### src/rtl/serial_adder_4bit.sv
// serial_adder_4bit: bit-serial adder built from one full adder.
// Operands are loaded on an accepted start, summed LSB first over WIDTH
// cycles, and the result is published on Sum/Cout with a one-cycle done.
// Optional macro SERIAL_ADD_OVF_EN adds a registered signed-overflow flag, Ovf.
module serial_adder_4bit #(
    parameter int WIDTH = 4
) (
    input  logic             clk,
    input  logic             rst_n,
    input  logic             start,
    input  logic [WIDTH-1:0] A,
    input  logic [WIDTH-1:0] B,
    output logic             busy,
    output logic             done,
    output logic [WIDTH-1:0] Sum,
`ifdef SERIAL_ADD_OVF_EN
    output logic             Ovf,
`endif
    output logic             Cout
);

    localparam int CW = $clog2(WIDTH);

    typedef enum logic [1:0] {
        S_IDLE = 2'd0,
        S_ADD  = 2'd1,
        S_DONE = 2'd2
    } state_t;

    state_t           r_state;
    logic [WIDTH-1:0] r_a;
    logic [WIDTH-1:0] r_b;
    logic [WIDTH-1:0] r_res;
    logic             r_carry;
    logic [CW-1:0]    r_cnt;

    logic             w_s;
    logic             w_cnext;
    logic             w_last;
    logic [WIDTH-1:0] w_res_next;

    // Single full adder on the operand LSBs plus the running carry.
    always_comb begin
        w_s        = r_a[0] ^ r_b[0] ^ r_carry;
        w_cnext    = (r_a[0] & r_b[0]) | (r_a[0] & r_carry) | (r_b[0] & r_carry);
        w_last     = (r_cnt == CW'(WIDTH - 1));
        w_res_next = {w_s, r_res[WIDTH-1:1]};
    end

    // Control FSM and datapath; all outputs are registered here.
    always_ff @(posedge clk or negedge rst_n) begin
        if (!rst_n) begin
            r_state <= S_IDLE;
            r_a     <= '0;
            r_b     <= '0;
            r_res   <= '0;
            r_carry <= 1'b0;
            r_cnt   <= '0;
            busy    <= 1'b0;
            done    <= 1'b0;
            Sum     <= '0;
            Cout    <= 1'b0;
`ifdef SERIAL_ADD_OVF_EN
            Ovf     <= 1'b0;
`endif
        end else begin
            case (r_state)
                S_IDLE: begin
                    done <= 1'b0;
                    busy <= 1'b0;
                    if (start) begin
                        r_a     <= A;
                        r_b     <= B;
                        r_res   <= '0;
                        r_carry <= 1'b0;
                        r_cnt   <= '0;
                        busy    <= 1'b1;
                        r_state <= S_ADD;
                    end
                end
                S_ADD: begin
                    r_res   <= w_res_next;
                    r_a     <= r_a >> 1;
                    r_b     <= r_b >> 1;
                    r_carry <= w_cnext;
                    r_cnt   <= r_cnt + CW'(1);
                    if (w_last) begin
                        // r_carry is the carry into the MSB, w_cnext the carry out.
                        Sum     <= w_res_next;
                        Cout    <= w_cnext;
`ifdef SERIAL_ADD_OVF_EN
                        Ovf     <= r_carry ^ w_cnext;
`endif
                        busy    <= 1'b0;
                        done    <= 1'b1;
                        r_state <= S_DONE;
                    end
                end
                S_DONE: begin
                    // One-cycle result strobe; start is ignored here.
                    done    <= 1'b0;
                    r_state <= S_IDLE;
                end
                default: begin
                    busy    <= 1'b0;
                    done    <= 1'b0;
                    r_state <= S_IDLE;
                end
            endcase
        end
    end

endmodule

### config.mk
export PLATFORM = sky130hd
export DESIGN_NAME = serial_adder_4bit
export DESIGN_NICKNAME = d
export VERILOG_FILES = /design/src/rtl/serial_adder_4bit.sv
export SDC_FILE = /design/constraint.sdc
export NUM_CORES = 1
export LEC_CHECK = 0
export BUFFER_PORTS_ARGS = -buffer_cell sky130_fd_sc_hd__buf_2
export CAP_MARGIN = 10
export CELL_PAD_IN_SITES_DETAIL_PLACEMENT = 0
export CELL_PAD_IN_SITES_GLOBAL_PLACEMENT = 1
export CORE_UTILIZATION = 38
export DETAILED_ROUTE_END_ITERATION = 16
export PLACE_DENSITY = 0.7
export SYNTH_ARGS = -nofsm -noshare
export SYNTH_HDL_FRONTEND = slang
export SYNTH_SLANG_ARGS = --single-unit
### constraint.sdc
create_clock -name clk -period 1.35 [get_ports clk]
set_clock_uncertainty 0.05 [all_clocks]
set_input_delay 0.2025 -clock clk [delete_from_list [all_inputs] [get_ports clk]]
set_output_delay 0.2025 -clock clk [all_outputs]
set_load 0.05 [all_outputs]
### Word-level counts from Yosys, hierarchy flattened

Cells that the tools add are included.

* flip-flop bits (word level): 24

* bitwise operators: 8
* mux-type cells: 18
* equality and inequality tests: 5
* reductions and logical operators: 6
* add/subtract/negate cells: 1

Operators with widths (number)
* $pmux 4 s2: 3
* $mux 4: 3
* $pmux 2 s2: 2
* $reduce_and 2->1: 4
* $mux 2: 3
* $mux 1: 5
* $eq 2x2->1 const B: 2
* $ne 2x2->1 const B: 2
* $and 1x1->1: 3
* $pmux 1 s3: 1
* $add 2x1->2 const B: 1
* $eq 2x1->1 const B: 1
* $logic_not 2->1: 1
* $or 1x1->1: 2
* $pmux 1 s2: 1
* $reduce_bool 2->1: 1
* $xor 1x1->1: 2
* $not 1->1: 1

### Logic depth before layout (Yosys ltp)

* depth in word-level cells: 4
* mapped depth: 4

### Least setup slack after synthesis

Ideal clock, no wire load.

* path kind: reg-to-reg
* start: reg r_a[0]
* end: reg Sum[3]
* period minus slack after synthesis: 1.313 ns
* data arrival time: 1.138 ns
* library setup time: 0.125 ns
* path buffers: 0
* path slack: 0.037 ns
* cell stages (with the launch flop): 3
* required time: 1.175 ns
* cell sequence: dfrtp_1 fa_1 mux2_4

* word-level cells in the longest chain between the ends: 2

Ends and longest elaborated chain
* start, declared: RTL line 31 `logic [WIDTH-1:0] r_a;`
* start signal, assigned: RTL line 83 `r_a <= r_a >> 1;`
* $xor 1x1->1 (2 in a row): RTL line 44 `w_s = r_a[0] ^ r_b[0] ^ r_carry;`
* net w_s: RTL line 37 `logic w_s;`
* end signal, assigned: RTL line 89 `Sum <= w_res_next;`
* end, declared: RTL line 15 `output logic [WIDTH-1:0] Sum,`

The timed path passes the listed nets, and every way through them passes these cells.
A chain may end at the register's enable or synchronous reset.

### Worst setup path after layout

Ends and elaborated chain as after synthesis.

==> flow_metrics.py <==
metrics = {
    "status": {
        "status": "complete, no violations",
    },
    "place": {
        "dp.final_hpwl_mm": 1.284,
        "dpl_worst_slack_ps": 23.46,
        "placedCellCount": 132,
        "place.gp.congestion": 0.7378,
        "numPortBuffers": 17,
    },
    "floorplanning": {
        "ioPinCount": 18,
        "placement_rows": 18,
        "die_area_um2": 2806,
        "initial_core_util_pct": 40.21,
        "floorplan.die.width_um": 52.97,
        "die_h_um": 52.97,
        "placeableCoreArea_um2": 2455,
    },
    "timing": {
        "hold_viol_final": 0,
        "rsz0062_at_grt": "yes",
        "tns_ps": 0,
        "min_period_over_period_pct": 97.89,
        "postLayoutSetupSlackWorst_ps": 28.48,
        "period_needed_ps": 1322,
        "number_of_slew_limit_violations_in_the_final_report": 0,
        "timing.hold.ws_ps": 84.72,
        "slew-limit-headroom_pct": 65.64,
        "clock.fmax_mhz": 756.7,
        "max_slew.worst_pin.slew_ps": 515.4,
        "finalSetupViolCount": 0,
    },
    "min_path": {
        "worst_hold_path_type": "primary input to register",
        "worstHoldStart": "B[3]",
    },
    "synth": {
        "postSynthRegisterBits": 23,
        "post_synth_instance_area_um2": 987.2,
        "syn_inst": 81,
        "syn_nets": 94,
        "synth_area_per_cell_um2": 12.19,
        "synth_sequential_area_ratio_pct": 58.30,
        "yosysUniqueCellTypes": 21,
        "number_of_warnings_printed_during_yosys_synthesis": 0,
    },
    "worst_setup_path": {
        "startpoint_type": "register",
        "worstPathRequired_ps": 1520,
        "setup.worst_path.start": "r_a[0]$_DFFE_PN0P_",
        "regToRegStartpoint": "r_a[0]$_DFFE_PN0P_",
        "critical_path.endpoint_type": "register",
        "max_stage_delay_ps": 490,
        "criticalPathCategory": "register to register",
        "cp_cell_sequence": "fa_1, mux2_4",
        "critical-path-slowest-cell": "sky130_fd_sc_hd__fa_1",
        "crit_fanout": 2,
        "crit_arrival_ps": 1490,
    },
    "clock_tree": {
        "tritoncts.num_buffers": 3,
        "htreeDepth": 1,
        "clk_transition_reported_paths_ps": 130,
        "clock_sink_count": 23,
        "clock_insertion_delay_worst_skew_ps": 310,
        "cts_tree": "yes",
        "clk_path_buf_depth": 2,
        "cts-root-buf": "sky130_fd_sc_hd__clkbuf_4",
    },
    "layout": {
        "final_common_cell": "sky130_fd_sc_hd__dfrtp_1",
        "design.final.nets": 122,
        "layout.cells.most_common_list": "sky130_fd_sc_hd__dfrtp_1, sky130_fd_sc_hd__buf_2, sky130_fd_sc_hd__nor2_1, sky130_fd_sc_hd__buf_4",
        "count_of_non_filler_cells_in_the_finished_layout": 138,
        "syn2layout_area_growth_pct": 21.29,
        "post_route_cells_drive_above_1_share_pct": 35.19,
        "n_antenna_cell": 0,
    },
    "global_routing": {
        "grt_max_degree": 24,
        "grtUsageTotal_pct": 16.22,
        "grt_antenna_before_repair": 0,
        "grt_pass1_wl_mm": 3.174,
        "first_global_vias": 690,
        "global_route.overflow_total": 0,
    },
    "route": {
        "totalWireLength_mm": 1.820,
        "iteration_0_drc_markers": 8,
        "routed_via_density": 5.101,
        "routed-via-count": 704,
        "avgRoutedWirePerCell_um": 13.19,
        "drc": 0,
        "initial_drt_pass_iterations": 4,
        "route.antenna.remaining_nets": 0,
    },
    "power_and_ir_drop": {
        "combPwrFrac_pct": 50.5,
        "switching_share_pct": 41.79,
        "cellInternalPower_w": 0.001815,
        "post-layout-total-power_w": 0.003118,
        "seq_power_share_pct": 39.3,
        "p_per_area_nw_per_um2": 2604,
        "total_switching_power_w": 0.001303,
        "vdd.ir_drop.worst_mv": 1.302,
        "leakage_nw": 0.5930,
        "clock_power_share_pct": 10.2,
    },
    "run": {
        "drv.max_cap_violation_count": 0,
    },
}
## synth_stat cells
master,number,area share [%]
sky130_fd_sc_hd__dfrtp_1,23,58
sky130_fd_sc_hd__nor2_1,9,3.4
sky130_fd_sc_hd__o21ai_0,6,3.0
sky130_fd_sc_hd__o22ai_1,6,3.8
sky130_fd_sc_hd__o32ai_1,6,5.3
sky130_fd_sc_hd__a22o_1,5,4.4
sky130_fd_sc_hd__mux2_4,5,7.6
sky130_fd_sc_hd__nand2_1,3,1.1
sky130_fd_sc_hd__a21oi_1,2,1.0
sky130_fd_sc_hd__clkbuf_1,2,0.76
sky130_fd_sc_hd__inv_1,2,0.76
sky130_fd_sc_hd__nand2b_1,2,1.3
sky130_fd_sc_hd__nor2b_1,2,1.3
sky130_fd_sc_hd__buf_2,1,0.51
sky130_fd_sc_hd__buf_4,1,0.76
sky130_fd_sc_hd__fa_1,1,2.0
sky130_fd_sc_hd__ha_1,1,1.3
sky130_fd_sc_hd__nand2_4,1,1.1
sky130_fd_sc_hd__nand3b_1,1,0.76
sky130_fd_sc_hd__o21bai_1,1,0.76
sky130_fd_sc_hd__or2_2,1,0.63
## final cells by class
class,instances,area [µm²]
Clock buffer,3,22.52
Clock inverter,1,5.005
Fill cell,238,1257
Inverter,2,7.507
Multi-Input combinational cell,52,386.6
Sequential cell,23,575.6
Tap cell,30,37.54
Timing Repair Buffer,27,162.7
## routing by layer
layer / routed length [µm] / global-route usage, % / share of wire, %
met5: 0 / 0 / 0
met4: 15 / 3.947 / 0.82
met3: 86 / 6.322 / 4.7
met2: 808 / 23.42 / 44
met1: 910 / 22.63 / 50
## final timing paths
kind	endpoint	slack, ps	depth (start not counted)
worst min register to register	done$_DFFE_PN0P_	470	2
worst max register to register	Sum[3]$_DFFE_PN0P_	30	2
worst min-delay path	r_b[3]$_DFFE_PN0P_	80	3
max in group asynchronous	r_b[1]$_DFFE_PN0P_	570	2
worst max-delay path	Sum[3]$_DFFE_PN0P_	30	2
min in group asynchronous	r_cnt[0]$_DFFE_PN0P_	320	2
## worst max-delay path, delay by kind of cell, from the launching register on
family	cells	cell delay [ps]
mux	1	280
fa+ha+maj	1	490
flops	1	420
## stage by stage
step                      util (%)  area [µm²]
after floorplan                  -       987.2
after global placement       46.84        1150
after detailed placement     46.84        1150
after CTS                    48.37        1187
after global routing         48.78        1197
final                        48.78        1197
## cell families after synthesis
kind of cell / Yosys count / share of synthesized area, %
and+or+nand+nor: 19 / 9.632
muxes: 5 / 7.604
buffers and inverters: 6 / 2.789
DFF: 23 / 58.30
AOI/OAI and AO/OA: 26 / 18.38
adders and majority gates: 2 / 3.295
## power by group through the flow
stage	Sequential (W)	Combinational [W]	Clock, W
final	0.00123	0.00157	0.000319
after global routing	0.00127	0.00176	0.000354
after CTS	0.00123	0.00156	0.000331
after detailed placement	0.00124	0.00155	0
after global placement	0.00123	0.00154	0
after floorplan	0.00152	0.000852	0
## timing repair
item	4_1_cts	5_1_grt
gates resized for setup	0	1
hold buffers	1	0
setup buffers	0	1
endpoints found under the hold margin	23	0
endpoints found under the setup margin	0	5
## sequential cells by signal, summed over array words and instances (netlist names)
register	flops
r_state	2
Sum	4
r_carry	1
r_res	3
r_a	4
busy	1
done	1
Cout	1
r_b	4
r_cnt	2
(Power assumes the default switching activity.)
